==> src/rtl/noc_link_buffer_pkg.sv <==
// Shared constants for the NoC link buffer: default flit widths, drop-injection LFSR seed/taps,
// and a saturating counter helper.
package noc_link_buffer_pkg;

    localparam int NOC_HEADER_SIZE_DEF  = 16;
    localparam int NOC_PAYLOAD_SIZE_DEF = 32;

    localparam logic [15:0] LFSR_SEED = 16'hACE1;
    // Fibonacci taps 16,14,13,11 expressed as a mask over state bits [15:0]
    localparam logic [15:0] LFSR_TAPS = 16'hB400;

    function automatic logic [31:0] sat_inc(input logic [31:0] v);
        return (v == '1) ? v : v + 32'd1;
    endfunction

endpackage

==> src/rtl/noc_link_lfsr16.sv <==
// 16-bit Fibonacci LFSR used for injected flit drops; loads its seed on reset and
// advances once per enabled cycle.
module noc_link_lfsr16
    import noc_link_buffer_pkg::*;
(
    input  logic        i_clk,
    input  logic        i_rst,
    input  logic        i_en,
    input  logic [15:0] i_seed,
    output logic [15:0] o_state
);

    logic [15:0] r_state;
    logic        w_fb;

    assign w_fb    = ^(r_state & LFSR_TAPS);
    assign o_state = r_state;

    always_ff @(posedge i_clk or posedge i_rst) begin
        if (i_rst) begin
            r_state <= i_seed;
        end else if (i_en) begin
            r_state <= {r_state[14:0], w_fb};
        end
    end

endmodule

==> src/rtl/noc_link_buffer.sv <==
// Elastic link buffer between the noc_arq tx side and the router, with skid-based stall,
// overflow drop and statistics. Drop injection is built only with NOC_LINK_DROP_INJECT_EN.
module noc_link_buffer
    import noc_link_buffer_pkg::*;
#(
    parameter int NOC_HEADER_SIZE  = NOC_HEADER_SIZE_DEF,
    parameter int NOC_PAYLOAD_SIZE = NOC_PAYLOAD_SIZE_DEF,
    parameter int FIFO_DEPTH       = 8,
    parameter int SKID             = 2
) (
    input  logic                        clk_i,
    input  logic                        reset_q_i,
    input  logic                        wrreq_i,
    input  logic [NOC_HEADER_SIZE-1:0]  header_i,
    input  logic [NOC_PAYLOAD_SIZE-1:0] payload_i,
    output logic                        stall_o,
    output logic                        wrreq_o,
    output logic [NOC_HEADER_SIZE-1:0]  header_o,
    output logic [NOC_PAYLOAD_SIZE-1:0] payload_o,
    input  logic                        stall_i,
    input  logic [15:0]                 drop_thresh_i,
    output logic [31:0]                 flit_count_o,
    output logic [31:0]                 drop_count_o,
    output logic [31:0]                 ovf_count_o
);

    localparam int AW = $clog2(FIFO_DEPTH);
    localparam int FW = NOC_HEADER_SIZE + NOC_PAYLOAD_SIZE;
    localparam logic [AW:0] STALL_LVL = (AW + 1)'(FIFO_DEPTH - SKID);

    logic [FW-1:0] r_mem [FIFO_DEPTH];
    logic [AW:0]   r_wr_ptr;
    logic [AW:0]   r_rd_ptr;
    logic          r_stall;
    logic [31:0]   r_flit_cnt;
    logic [31:0]   r_ovf_cnt;

    logic          w_full;
    logic          w_empty;
    logic          w_pop;
    logic          w_ovf;
    logic          w_inj_drop;
    logic          w_push;
    logic [AW:0]   w_occ;
    logic [AW:0]   w_occ_next;
    logic [FW-1:0] w_head;

    assign w_empty = (r_wr_ptr == r_rd_ptr);
    assign w_full  = (r_wr_ptr[AW-1:0] == r_rd_ptr[AW-1:0]) && (r_wr_ptr[AW] != r_rd_ptr[AW]);
    assign w_pop   = ~w_empty & ~stall_i;
    // A full FIFO still accepts when the head leaves in the same cycle
    assign w_ovf   = wrreq_i & w_full & ~w_pop;
    assign w_push  = wrreq_i & ~w_ovf & ~w_inj_drop;

    assign w_occ      = r_wr_ptr - r_rd_ptr;
    assign w_occ_next = w_occ + {{AW{1'b0}}, w_push} - {{AW{1'b0}}, w_pop};

    assign w_head    = r_mem[r_rd_ptr[AW-1:0]];
    assign header_o  = w_head[FW-1:NOC_PAYLOAD_SIZE];
    assign payload_o = w_head[NOC_PAYLOAD_SIZE-1:0];
    assign wrreq_o   = w_pop;
    assign stall_o   = r_stall;

    assign flit_count_o = r_flit_cnt;
    assign ovf_count_o  = r_ovf_cnt;

    always_ff @(posedge clk_i) begin
        if (w_push) begin
            r_mem[r_wr_ptr[AW-1:0]] <= {header_i, payload_i};
        end
    end

    always_ff @(posedge clk_i or posedge reset_q_i) begin
        if (reset_q_i) begin
            r_wr_ptr   <= '0;
            r_rd_ptr   <= '0;
            r_stall    <= 1'b0;
            r_flit_cnt <= '0;
            r_ovf_cnt  <= '0;
        end else begin
            if (w_push) begin
                r_wr_ptr   <= r_wr_ptr + 1'b1;
                r_flit_cnt <= sat_inc(r_flit_cnt);
            end
            if (w_pop) begin
                r_rd_ptr <= r_rd_ptr + 1'b1;
            end
            if (w_ovf) begin
                r_ovf_cnt <= sat_inc(r_ovf_cnt);
            end
            r_stall <= (w_occ_next >= STALL_LVL);
        end
    end

`ifdef NOC_LINK_DROP_INJECT_EN
    logic        w_lfsr_en;
    logic [15:0] w_lfsr;
    logic [31:0] r_drop_cnt;

    // The LFSR only sees flits that survived the overflow check; compare uses the pre-advance value
    assign w_lfsr_en    = wrreq_i & ~w_ovf;
    assign w_inj_drop   = w_lfsr_en & (w_lfsr < drop_thresh_i);
    assign drop_count_o = r_drop_cnt;

    noc_link_lfsr16 u_lfsr (
        .i_clk   (clk_i),
        .i_rst   (reset_q_i),
        .i_en    (w_lfsr_en),
        .i_seed  (LFSR_SEED),
        .o_state (w_lfsr)
    );

    always_ff @(posedge clk_i or posedge reset_q_i) begin
        if (reset_q_i) begin
            r_drop_cnt <= '0;
        end else if (w_inj_drop) begin
            r_drop_cnt <= sat_inc(r_drop_cnt);
        end
    end
`else
    logic w_unused_thresh;

    assign w_unused_thresh = ^drop_thresh_i;
    assign w_inj_drop      = 1'b0;
    assign drop_count_o    = '0;
`endif

endmodule

==> config.mk <==
export PLATFORM = sky130hd
export DESIGN_NAME = noc_link_buffer
export DESIGN_NICKNAME = d
export VERILOG_FILES = /design/src/rtl/noc_link_buffer_pkg.sv /design/src/rtl/noc_link_lfsr16.sv /design/src/rtl/noc_link_buffer.sv
export SDC_FILE = /design/constraint.sdc
export NUM_CORES = 1
export LEC_CHECK = 0
export BUFFER_PORTS_ARGS = -buffer_cell sky130_fd_sc_hd__buf_4
export CORE_MARGIN = 1
export CORE_UTILIZATION = 40
export DETAILED_ROUTE_END_ITERATION = 8
export PLACE_DENSITY_LB_ADDON = 0.12
export SLEW_MARGIN = 0
export SYNTH_ARGS = -nofsm -noshare
export SYNTH_HDL_FRONTEND = slang
export SYNTH_SLANG_ARGS = --single-unit
==> constraint.sdc <==
create_clock -name clk_i -period 10.51 [get_ports clk_i]
set_clock_uncertainty 0.2 [all_clocks]
set_input_delay 3.153 -clock clk_i [delete_from_list [all_inputs] [get_ports clk_i]]
set_output_delay 3.153 -clock clk_i [all_outputs]
set_load 0.05 [all_outputs]
* Yosys cells after proc, flatten, opt, wreduce, memory -nomap -nowiden
Memory sizes are Yosys's and may differ from the RTL's.
Cells that the tools add are included.
** Word-level totals
- Bits in registers :: 73
- Bits in latches :: 0
- Memory bits (writable) :: 384
- Bits in read-only memories :: 0
- Memories kept :: 1
** Cells by class
- Add/sub/neg operators :: 7
- $mul :: 0
- Divide/modulo/power cells :: 0
- $lt $le $gt $ge :: 1
- Equality and inequality tests :: 5
- Shift-type cells :: 0
- Mux-type cells :: 2
- Bitwise operators :: 10
- Reductions and logical operators :: 3
** Memory list
- r_mem :: depth 8, bits a word 48, rd ports 1, clocked after Yosys merged registers in 0, wr ports 1, RTL line noc_link_buffer.sv:31 : logic [FW-1:0] r_mem [FIFO_DEPTH];
** Operator list (count)
- $add 32x1->32 const B :: 2
- $eq 32x32->1 const B :: 2
- $add 4x1->4 const B :: 2
- $not 1->1 :: 6
- $add 4x1->4 :: 1
- $and 1x1->1 :: 4
- $eq 4x4->1 :: 1
- $ge 4x3->1 const B :: 1
- $reduce_and 2->1 :: 2
- $sub 4x1->4 :: 1
- $sub 4x4->4 :: 1
- $eq 3x3->1 :: 1
- $mux 1 :: 2
- $logic_and 1x1->1 :: 1
- $ne 1x1->1 :: 1

* Longest topological paths before layout
- Word-level depth :: 10
- Depth in mapped cells :: 15

* Worst setup path after synthesis
Ideal clock, no wire load.
- Kind :: input to register
- Start :: input port stall_i
- End :: memory r_mem[4][0] in the netlist's numbering, enable pin
- Setup time :: 0.513 ns
- Data arrival time :: 6.867 ns
- Required time :: 9.797 ns
- Slack :: 2.930 ns
- Stages on the path :: 5
- Buffers on the path :: 0
- Cell sequence :: nand2_1 > o41ai_4 > inv_1 > nand2_1 > nor3_1
** On the way
- Cells in the longest elaborated chain, start to end :: 8
** Ends and longest elaborated chain
- from (decl) :: RTL line noc_link_buffer.sv:20 : input logic stall_i,
- $not 1->1 :: RTL line noc_link_buffer.sv:50 : assign w_pop = ~w_empty & ~stall_i;
- $and 1x1->1 :: RTL line noc_link_buffer.sv:50
- $not 1->1 :: RTL line noc_link_buffer.sv:52 : assign w_ovf = wrreq_i & w_full & ~w_pop;
- $and 1x1->1 :: RTL line noc_link_buffer.sv:52
- $not 1->1 :: RTL line noc_link_buffer.sv:53 : assign w_push = wrreq_i & ~w_ovf & ~w_inj_drop;
- $and 1x1->1 :: RTL line noc_link_buffer.sv:53
- via w_push :: RTL line noc_link_buffer.sv:43 : logic w_push;
- $mux 1 :: RTL line noc_link_buffer.sv:68 : if (w_push) begin
- $mux 1 (not written as such) :: RTL line noc_link_buffer.sv:69 : r_mem[r_wr_ptr[AW-1:0]] <= {header_i, payload_i};
- to (decl) :: RTL line noc_link_buffer.sv:31
The timed path passes the listed nets, and every way through them passes these cells.

* Worst setup path after layout
- Start :: input port stall_i
- End :: output port wrreq_o
** On the way
- Cells in the longest elaborated chain, start to end :: 2
** Ends and longest elaborated chain
- $not 1->1 :: RTL line noc_link_buffer.sv:50
- $and 1x1->1 :: RTL line noc_link_buffer.sv:50
- to (decl) :: RTL line noc_link_buffer.sv:17 : output logic wrreq_o,
Every way passes these cells.

==> reports/qor.log <==
INFO  status         status=completed
INFO  sta            timing.final.hold_violations=0
INFO  cts            path_clk_slew=0.06ns
INFO  power_and_ir_drop swShare=0.349
INFO  detailed_routing drt-pass1-iter-count=4
INFO  detailed_routing vias_per_cell=5.10
INFO  final_layout   layout.cell_area.non_filler=21900um2
INFO  setup_path     critical_path.cell_chain=buf_4 > a21oi_1 > buf_4
INFO  power_and_ir_drop cellInternalPower=4.16mW
INFO  sta            layout_min_cycle_time=7.44ns
INFO  final_layout   nets=1212
INFO  final_layout   drive_gt1_frac=0.364
INFO  global_routing grt_usage=0.162
INFO  global_routing grt_pass1_vias=9266
INFO  cts            cts_sinks=457
INFO  setup_path     critical-path-max-stage-delay=0.49ns
INFO  setup_path     endpoint_kind=output port
INFO  place          dp_slack=3.04ns
INFO  hold_path      hold_path.class=reg -> reg
INFO  sta            setup_violations=0
INFO  power_and_ir_drop power_per_cell_area=292nW/um2
INFO  synthesis      synthesis.area=18300um2
INFO  sta            final_critical_path_setup_slack=3.07ns
INFO  floorplanning  die_h=216um
INFO  sta            drv_slew=0
INFO  setup_path     crit_family=compound AO/OA/AOI/OAI gates
INFO  final_layout   area_delta_synth_final=19.3%
INFO  setup_path     worst_path_max_delay_cell=a21oi_1
INFO  floorplanning  io-pin-count=214
INFO  floorplanning  fp-row-count=78
INFO  run            drv_cap=0
INFO  synthesis      yosysSeqAreaShare=0.728
INFO  setup_path     worst-r2r-setup-slack=5.75ns
INFO  detailed_routing number_of_remaining_drc_errors=0
INFO  final_layout   postLayoutCoreUtil=0.483
INFO  cts            insertion_delay=0.58ns
INFO  synthesis      asyncSetResetFlopFracSynth=0.160
INFO  setup_path     timing.critical_path.from=stall_i
INFO  sta            total_neg_setup_slack=0ns
INFO  final_layout   diodes=0
INFO  cts            tritoncts.num_buffers=51
INFO  global_routing grt_start_max_net_pins=74
INFO  sta            relative_slew_slack=0.251
INFO  synthesis      yosysWarningCount=0
INFO  final_layout   final_common_cell=edfxtp_1
INFO  detailed_routing dr.first_iter.drc_count=739
INFO  synthesis      yosys_most_used_dff=edfxtp_1
INFO  power_and_ir_drop power_switching=2.23mW
INFO  synthesis      synth-edff-count=384
INFO  cts            post_cts_setup_buffer_count=0
INFO  detailed_routing ant_nets=0
INFO  power_and_ir_drop design_power_total=6.39mW
INFO  synthesis      netlist_instances=936
INFO  final_layout   layoutNonFillerInstCount=1770
INFO  sta            rsz0062_at_grt=no
INFO  power_and_ir_drop max-vdd-ir-drop=0.214mV
INFO  setup_path     worstPathMaxFanout=7
INFO  power_and_ir_drop clock_network_fraction_of_total_power=0.273
INFO  synthesis      synth_area_per_cell=19.6um2
INFO  sta            layout_worst_path_cycle_share=0.708
INFO  cts            clockBufferDepth=3
INFO  setup_path     worstPathArrival=4.09ns
INFO  setup_path     cp_data_required_time=7.16ns
INFO  synthesis      synthTopCellsByArea=edfxtp_1, mux4_2, dfrtp_1
INFO  setup_path     category_of_the_worst_setup_path_launch_point=input port
INFO  place          detailedPlacementHpwl=20700um
INFO  setup_path     reg2reg_from=r_rd_ptr[2]$_DFFE_PP0P_
INFO  synthesis      synth_unique_cells=40
INFO  cts            cts_max_level=2
INFO  cts            cts_tree=done
INFO  synthesis      synth_area_leader_cell=edfxtp_1
INFO  power_and_ir_drop pwr-share-comb=0.350
INFO  place          io_buffers=165
INFO  global_routing grt_first_pass_wirelength=56400um
INFO  floorplanning  initial_standard_cell_utilization_of_the_core=0.405
INFO  setup_path     critPathMostFrequentCell=buf_4
INFO  hold_path      worstHoldStart=r_rd_ptr[3]$_DFFE_PP0P_
INFO  power_and_ir_drop power.sequential.fraction=0.377
INFO  cts            cts_resized=0
INFO  place          globalplace.congestion=0.752
INFO  cts            root_buffer=clkbuf_16
INFO  place          area_post_placement=20200um2
INFO  synthesis      yosys.area.top_type_share=0.629
INFO  synthesis      ys_seq_elements=457
INFO  global_routing antenna_found_initial=1
INFO  sta            post_route_worst_hold_slack=0.290ns
INFO  floorplanning  die-area=46700um2
INFO  detailed_routing route.detailed.wl_per_inst=21.2um
INFO  place          place.detailed.instances=1681
INFO  sta            achievable-frequency=134MHz
INFO  setup_path     worst_setup_path_class=in -> out
INFO  floorplanning  floorplan.die.width=216um
INFO  power_and_ir_drop cellLeakagePower=7.67nW
INFO  final_layout   num-fill-cells=3824
INFO  sta            tightestPinTransition=1.12ns
INFO  detailed_routing route.final.wire_length=37500um
INFO  floorplanning  core_area=45300um2
INFO  global_routing grt_overflow=0
INFO  cts            cts.hold.buffers_added=0
INFO  detailed_routing routed-via-count=9027
INFO  setup_path     cp_num_buf_inv=2
INFO  final_layout   layout_common_cells=edfxtp_1, buf_4, mux4_2, dfrtp_1, xnor2_1
-- layer usage --
layer / track usage / wire (um) / vias to the layer above
met4: 0.0528 / 764 / 2
li1: - / - / 4072
met3: 0.0358 / 1850 / 57
met1: 0.220 / 16800 / 4690
met2: 0.260 / 18000 / 206
met5: 0 / 11 / -
-- power by group through the flow --
stage / Sequential [mW] / Combinational (mW) / Clock (mW)
floorplan: 2.42 / 1.67 / 0
global placement: 2.45 / 2.29 / 0
detailed placement: 2.46 / 2.29 / 0
CTS: 2.42 / 2.30 / 1.79
global route: 2.45 / 2.38 / 1.85
finish: 2.41 / 2.24 / 1.74
-- logic make-up after synthesis --
family | after synthesis | share of synthesized area
compound gates | 11 | 0.00559
xor+xnor | 74 | 0.0362
fa+ha+maj | 10 | 0.00805
buf+inv | 79 | 0.0241
flops | 457 | 0.728
mux | 145 | 0.148
other cells | 1 | 0.000204
simple gates | 159 | 0.0495
-- cell usage after synthesis, types with 4 or more instances --
cell        n
nor4_1      5
and4_1      6
nand3_1    32
inv_1      14
ha_1        7
buf_2      13
buf_4      32
mux4_2     96
dfrtp_1    73
xnor2_1    61
xor2_1     11
clkbuf_1   15
edfxtp_1  384
nor3_1      5
nand2_1    30
or4_1       4
nor2_1     17
mux2_2     49
and3_1     11
nand4_1    33
nor3_2      4
-- worst paths after layout --
kind | to | cells past startpoint
setup / recovery | wrreq_o | 3
hold / removal | r_rd_ptr[3]$_DFFE_PP0P_ | 1
setup reg to reg | stall_o$_DFF_PP0_ | 15
hold reg to reg | r_rd_ptr[3]$_DFFE_PP0P_ | 1
max in group asynchronous | r_rd_ptr[0]$_DFFE_PP0P_ | 3
min in group asynchronous | ovf_count_o[4]$_DFFE_PP0P_ | 3
-- layout make-up --
class	instances	area, um2	area share
Clock buffer	61	1340	0.0610
Multi-Input combinational cell	431	4710	0.215
Clock inverter	28	310	0.0142
Tap cell	600	751	0.0343
Inverter	14	52.6	0.00240
Timing Repair Buffer	179	1360	0.0620
Sequential cell	457	13400	0.611
-- flip-flops by register name, summed over array words and instances, names as in the netlist --
| name | flops |
|---|---|
| r_mem | 384 |
| flit_count_o | 32 |
| ovf_count_o | 32 |
| r_rd_ptr | 4 |
| r_wr_ptr | 4 |
| stall_o | 1 |
(Power assumes the default switching activity.)
